==> src/rtl/cpu_token_queue.sv <==
// Packed FIFO of buffer-ownership tokens handed from the snooper to the CPU.
// Entry 0 is always the head. Token 0 means "no buffer" and is never stored.
module cpu_token_queue #(
  parameter int N_BUFS = 3,
  parameter int TOK_W  = $clog2(N_BUFS + 1),
  parameter int DEPTH  = N_BUFS,
  parameter int CNT_W  = $clog2(DEPTH + 1)
) (
  input  logic             clk,
  input  logic             rst,
  input  logic [TOK_W-1:0] enq_tok,
  input  logic             enq_en,
  input  logic             deq,
  input  logic             flush,
  input  logic             err_clr,
  output logic [TOK_W-1:0] head,
  output logic             head_valid,
  output logic [CNT_W-1:0] count,
  output logic             full,
  output logic             empty,
  output logic             overflow,
  output logic             deq_empty,
  output logic             dup_err
);

  logic [TOK_W-1:0] entries_q [DEPTH];
  logic [TOK_W-1:0] entries_d [DEPTH];
  logic [CNT_W-1:0] count_q, count_d;
  logic             overflow_q, overflow_d;
  logic             deq_empty_q, deq_empty_d;
  logic             dup_err_q, dup_err_d;

  logic enq_req;
  logic deq_ok;
  logic is_full;
  logic dup_hit;

  assign enq_req = enq_en && (enq_tok != '0);
  assign is_full = (count_q == CNT_W'(DEPTH));
  assign deq_ok  = deq && (count_q != '0);

  // The head being dequeued this cycle is leaving, so it cannot be a duplicate.
  always_comb begin
    dup_hit = 1'b0;
    for (int i = 0; i < DEPTH; i++) begin
      if (!(deq_ok && i == 0) && (CNT_W'(i) < count_q) && (entries_q[i] == enq_tok))
        dup_hit = 1'b1;
    end
  end

  always_comb begin
    entries_d   = entries_q;
    count_d     = count_q;
    overflow_d  = err_clr ? 1'b0 : overflow_q;
    deq_empty_d = err_clr ? 1'b0 : deq_empty_q;
    dup_err_d   = err_clr ? 1'b0 : dup_err_q;

    if (flush) begin
      for (int i = 0; i < DEPTH; i++) entries_d[i] = '0;
      count_d = '0;
    end else begin
      if (deq_ok) begin
        for (int i = 0; i < DEPTH - 1; i++) entries_d[i] = entries_q[i + 1];
        entries_d[DEPTH - 1] = '0;
      end
      if (deq && !deq_ok) deq_empty_d = 1'b1;

      if (enq_req) begin
        if (dup_hit) dup_err_d = 1'b1;
        if (deq_ok) begin
          // Shift-and-fill: the new token takes the slot vacated at the top.
          for (int i = 0; i < DEPTH; i++)
            if (CNT_W'(i) == count_q - CNT_W'(1)) entries_d[i] = enq_tok;
        end else if (!is_full) begin
          for (int i = 0; i < DEPTH; i++)
            if (CNT_W'(i) == count_q) entries_d[i] = enq_tok;
          count_d = count_q + CNT_W'(1);
        end else begin
          overflow_d = 1'b1;
        end
      end else if (deq_ok) begin
        count_d = count_q - CNT_W'(1);
      end
    end
  end

  always_ff @(posedge clk) begin
    if (rst) begin
      for (int i = 0; i < DEPTH; i++) entries_q[i] <= '0;
      count_q     <= '0;
      overflow_q  <= 1'b0;
      deq_empty_q <= 1'b0;
      dup_err_q   <= 1'b0;
    end else begin
      entries_q   <= entries_d;
      count_q     <= count_d;
      overflow_q  <= overflow_d;
      deq_empty_q <= deq_empty_d;
      dup_err_q   <= dup_err_d;
    end
  end

  assign head       = entries_q[0];
  assign head_valid = (count_q != '0);
  assign count      = count_q;
  assign full       = is_full;
  assign empty      = (count_q == '0);
  assign overflow   = overflow_q;
  assign deq_empty  = deq_empty_q;
  assign dup_err    = dup_err_q;

endmodule

==> config.mk <==
export PLATFORM = sky130hd
export DESIGN_NAME = cpu_token_queue
export DESIGN_NICKNAME = d
export VERILOG_FILES = /design/src/rtl/cpu_token_queue.sv
export SDC_FILE = /design/constraint.sdc
export NUM_CORES = 1
export LEC_CHECK = 0
export ABC_AREA = 0
export CAP_MARGIN = 0
export CORE_MARGIN = 3
export CORE_UTILIZATION = 43
export CTS_CLUSTER_SIZE = 12
export DETAILED_ROUTE_END_ITERATION = 16
export GPL_TIMING_DRIVEN = 0
export PLACE_DENSITY_LB_ADDON = 0.2
export SYNTH_ARGS = -nofsm -noshare
export SYNTH_HDL_FRONTEND = slang
export SYNTH_SLANG_ARGS = --single-unit
==> constraint.sdc <==
create_clock -name clk -period 1.47 [get_ports clk]
set_input_delay 0.294 -clock clk [delete_from_list [all_inputs] [get_ports clk]]
set_output_delay 0.294 -clock clk [all_outputs]
set_load 0.05 [all_outputs]
## Yosys cells after proc, flatten, opt, wreduce, memory -nomap -nowiden

Index checks and enable logic that the tools add are counted.

| operators by class | value |
|---|---|
| muxes and demuxes | 29 |
| reductions and logical operators | 15 |
| eq/ne operators | 10 |
| $lt $le $gt $ge | 3 |
| $add $sub $neg | 2 |

Operator list:

| operator | number |
|---|---|
| $mux W6 | 4 |
| $mux W2 | 10 |
| $mux W1 | 15 |
| $logic_and A1 B1 Y1 | 7 |
| $eq A2 B2 Y1 | 3 |
| $reduce_bool A2 Y1 | 3 |
| $eq A1 B2 Y1 const A | 2 |
| $eq A2 B2 Y1 const A | 2 |
| $logic_not A2 Y1 | 2 |
| $lt A1 B2 Y1 const A | 2 |
| $reduce_and A3 Y1 | 1 |
| $add A2 B1 Y2 const B | 1 |
| $eq A2 B2 Y1 const B | 1 |
| $lt A2 B2 Y1 const A | 1 |
| $ne A2 B1 Y1 const B | 1 |
| $ne A2 B2 Y1 const B | 1 |
| $reduce_or A2 Y1 | 1 |
| $sub A2 B1 Y2 const B | 1 |
| $logic_not A1 Y1 | 1 |

| word-level totals | value |
|---|---|
| register bits after elaboration | 11 |
| logic and storage cells | 66 |
| output and inout bits | 10 |
| input bits | 8 |

## Depth between registers and ports, before layout

| logic depth | value |
|---|---|
| word-level depth | 11 |
| mapped depth | 7 |
| depth with buffers taken out | 6 |

## Least setup slack after synthesis

No wires, ideal clock.

| timing path | value |
|---|---|
| kind | reg-to-reg |
| start point | reg count_q[1] (netlist: count[1]) |
| end point | reg entries_q, in the netlist head[0] |
| stages on the path, launching flop included | 7 |
| path buffers | 0 |
| arrival time | 2.146 ns |
| data required time | 1.400 ns |
| slack | -0.746 ns |
| setup time | 0.070 ns |
| period minus slack after synthesis | 2.216 ns |
| cells stage by stage | dfxtp_1 inv_1 ha_1 inv_1 a2bb2oi_1 o22ai_1 a21oi_1 |

| between the ends | value |
|---|---|
| elaborated cells on any way between the ends | 12 |
| classes of those cells | 1 x add/sub; 1 x eq/ne; 6 x mux; 4 x reduce/logical |

RTL lines:

| what | RTL line | source |
|---|---|---|
| start, declared | 28 | `logic [CNT_W-1:0] count_q, count_d;` |
| start signal, assigned | 96 | `count_q <= count_d;` |
| $logic_not A2 Y1 | n/a |  |
| named net empty | 20 | `output logic empty,` |
| $mux W2 | 76 | `if (CNT_W'(i) == count_q) entries_d[i] = enq_tok;` |
| $mux W6 | 74 | `end else if (!is_full) begin` |
| $mux W6 | 70 | `if (deq_ok) begin` |
| $mux W6 | 68 | `if (enq_req) begin` |
| end signal, assigned | 95 | `entries_q <= entries_d;` |
| end, declared | 26 | `logic [TOK_W-1:0] entries_q [DEPTH];` |

The timed path passes the listed nets, and every way through them passes these cells.
A chain may end at the register's enable or synchronous reset.

## Worst setup path after layout

| timing path | value |
|---|---|
| start point | reg count_q[1] (netlist: count[1]) |
| end point | out head_valid |

| between the ends | value |
|---|---|
| longest elaborated chain between the ends | 1 |

Ends and longest elaborated chain:

| what | RTL line | source |
|---|---|---|
| $reduce_bool A2 Y1 | 104 | `assign head_valid = (count_q != '0);` |
| end, declared | 17 | `output logic head_valid,` |

Every way passes these cells.

==> qor.csv <==
stage,metric,value,unit
outcome,status,finished with violations,
outcome,violations,negative setup slack,
synthesis,syn_area,785,um2
cts,h-tree-depth,1,
finish,antenna_cells,0,
floorplanning,io_pins,18,
detailed_routing,first_iter_violations,16,
grt,grt_max_degree,11,
worst_setup_path,critPathCaptureType,output port,
worst_setup_path,cp_data_required_time,1.18,ns
sta,finalSetupTns,-0.000630,ns
synthesis,avgSynthCellArea,8.26,um2
floorplanning,coreArea,1610,um2
sta,hold_violations,0,
worst_setup_path,crit_type,register to output port,
cts,root_buffer,clkbuf_4,
grt,grt_first_pass_wirelength,3.24,mm
power_and_ir_drop,sequentialPowerShare,40.2,%
synthesis,syn_nets,107,
synthesis,synth.distinct_cells,40,
floorplanning,die_h,48.7,um
power_and_ir_drop,p_leak,0.431,nW
cts,path_clk_slew,0.08,ns
synthesis,synth_warnings,0,
grt,antenna_found_initial,0,
power_and_ir_drop,p_per_area,746,nW/um2
worst_setup_path,startpoint_type,register,
detailed_routing,wl,2.03,mm
sta,finalSetupViolCount,1,
placement,gp_congestion,0.827,
detailed_routing,route.detailed.drc,0,
sta,drv_slew,0,
floorplanning,fp.dieW,48.7,um
finish,drive_above_1_share,28.8,%
power_and_ir_drop,p_int,0.522,mW
cts,numCtsBuffers,3,
synthesis,synth_ff_type,dfxtp_1,
sta,worstMarginPinSlew,0.500,ns
finish,final_cell_mix,"9 x buf_4, 9 x dfxtp_1, 7 x nor2_1, 6 x a21oi_1",
power_and_ir_drop,switching_power,0.273,mW
floorplanning,initial_core_util,48.7,%
synthesis,seq_area_frac_synth,28.1,%
sta,skew,0.00310,ns
finish,layout.nets,131,
worst_setup_path,critPathArrivalTime,1.18,ns
power_and_ir_drop,pwr-share-comb,32.9,%
min_path,hold_path_class,input port to register,
cts,ctsHoldBuffers,0,
grt,first_global_vias,740,
power_and_ir_drop,ir_worst_vdd,339,uV
sta,fin_crit_sh,100,%
worst_setup_path,cp_max_fo,6,
cts,cts_buffer_depth,2,
sta,finalCriticalPeriod,1.47,ns
synthesis,syn_inst,95,
power_and_ir_drop,clockPowerShare,27.0,%
grt,grt_overflow,0,
worst_setup_path,cp_cell_sequence,"inv_4, ha_4, clkinvlp_4, buf_8",
synthesis,ys_seq_elements,11,
sta,max_freq,680,MHz
worst_setup_path,path_buf_inv,3,
worst_setup_path,crit_family,flip-flops,
detailed_routing,vias_per_cell,5.55,
detailed_routing,postRouteAntennaNets,0,
cts,clock_latency,0.27,ns
cts,cts_tree,yes,
finish,final_cells,142,
synthesis,async_reset_ff_share,0,%
sta,holdWs,0.327,ns
sta,timing.final.ws_setup,-0.000630,ns
placement,place_inst,134,
cts,cts_sinks,11,
worst_setup_path,max_stage_delay,0.37,ns
placement,port_buffers,15,
placement,dp_hpwl,1.45,mm
power_and_ir_drop,p_sw_share,34.3,%
floorplanning,rows,14,
detailed_routing,dr.pass1.iters,4,
finish,area_growth,35.7,%
floorplanning,fp.dieArea,2370,um2
job,cap_violations,0,
sta,slew_headroom,66.8,%
worst_setup_path,r2r_slack,0.02,ns
sta,rsz0062_at_grt,yes,
worst_setup_path,cp_slowest_cell,dfxtp_4,
synthesis,synth_edf_count,0,
detailed_routing,wl_per_cell,14.3,um
detailed_routing,vias,788,
grt,grtUsageTotal,17.2,%
power_and_ir_drop,power,0.795,mW
## through the flow
step                utilization [%]  setup WS (ns)  instance area, um2
floorplan                         -         -0.136                 820
global placement               62.0         -0.367                1000
detailed placement             62.0         -0.396                1000
CTS                            64.0         -0.165                1030
global route                   66.1        -0.0385                1060
finish                         66.1      -0.000630                1060
## repair_timing
| item | 4_1_cts | 5_1_grt |
|---|---|---|
| buffers inserted | 1 | 3 |
| resized for setup | 29 | 22 |
| setup endpoints to repair | 17 | 14 |
| pin swaps | 0 | 2 |
| endpoints found under the hold margin | 0 | 0 |
## power groups by stage
stage	combinational [mW]	clock (mW)	sequential, mW
after detailed placement	0.239	0	0.326
final	0.261	0.214	0.319
after global routing	0.280	0.235	0.321
after global placement	0.236	0	0.325
after floorplan	0.155	0	0.342
after CTS	0.238	0.224	0.319
## layer usage
layer  part of all wire [%]  global-route usage, %
met1                     49                   23.0
met3                    3.4                   3.99
met5                      0                      0
met2                     47                   25.1
met4                   0.64                   9.48
## cell type report
class                           count  area, um2
Tap cell                           24       30.0
Fill cell                         154        547
Clock buffer                        4       26.3
Timing Repair Buffer               19        159
Buffer                              6       50.0
Sequential cell                    11        228
Multi-Input combinational cell     74        548
Inverter                            4       23.8
## flip-flops by register name (all words and copies together), names as in the netlist
name	cells
overflow	1
head	2
dup_err	1
count	2
deq_empty	1
entries_q	4
## worst min-delay path: stages
cell	delay, ns
buf_6	0.12
nand4_1	0.08
a21oi_1	0.06
## synthesized netlist by cell type (3+ instances only)
library cell  instances  area [um2]
dfxtp_1              11         220
nor2_1                7        26.3
a21oi_1               6        30.0
o21ai_0               5        25.0
ha_1                  4        50.1
inv_1                 4        15.0
nand2_1               4        15.0
nand2b_1              4        25.0
nand3_1               4        20.0
xnor2_1               4        35.0
buf_4                 3        22.5
nor3_1                3        15.0
o22ai_1               3        18.8
## path summary, 6_finish.rpt
check / cells past startpoint / startpoint / end
setup reg to reg: 6 / count[0] / count[1]
setup / recovery: 4 / count[1] / head_valid
hold reg to reg: 2 / deq_empty / deq_empty
hold / removal: 3 / enq_tok[1] / entries_q[1]
## cells by family after synthesis
| group | count (synthesis) | synth area share [%] |
|---|---|---|
| multiplexers | 2 | 2.55 |
| buffers and inverters | 10 | 7.33 |
| flip-flops | 11 | 28.1 |
| XOR/XNOR | 6 | 6.70 |
| adder cells (fa/ha/maj) | 4 | 6.38 |
| AND/OR/NAND/NOR | 32 | 22.5 |
| AO/OA/AOI/OAI | 30 | 26.5 |
(Power assumes the default switching activity.)
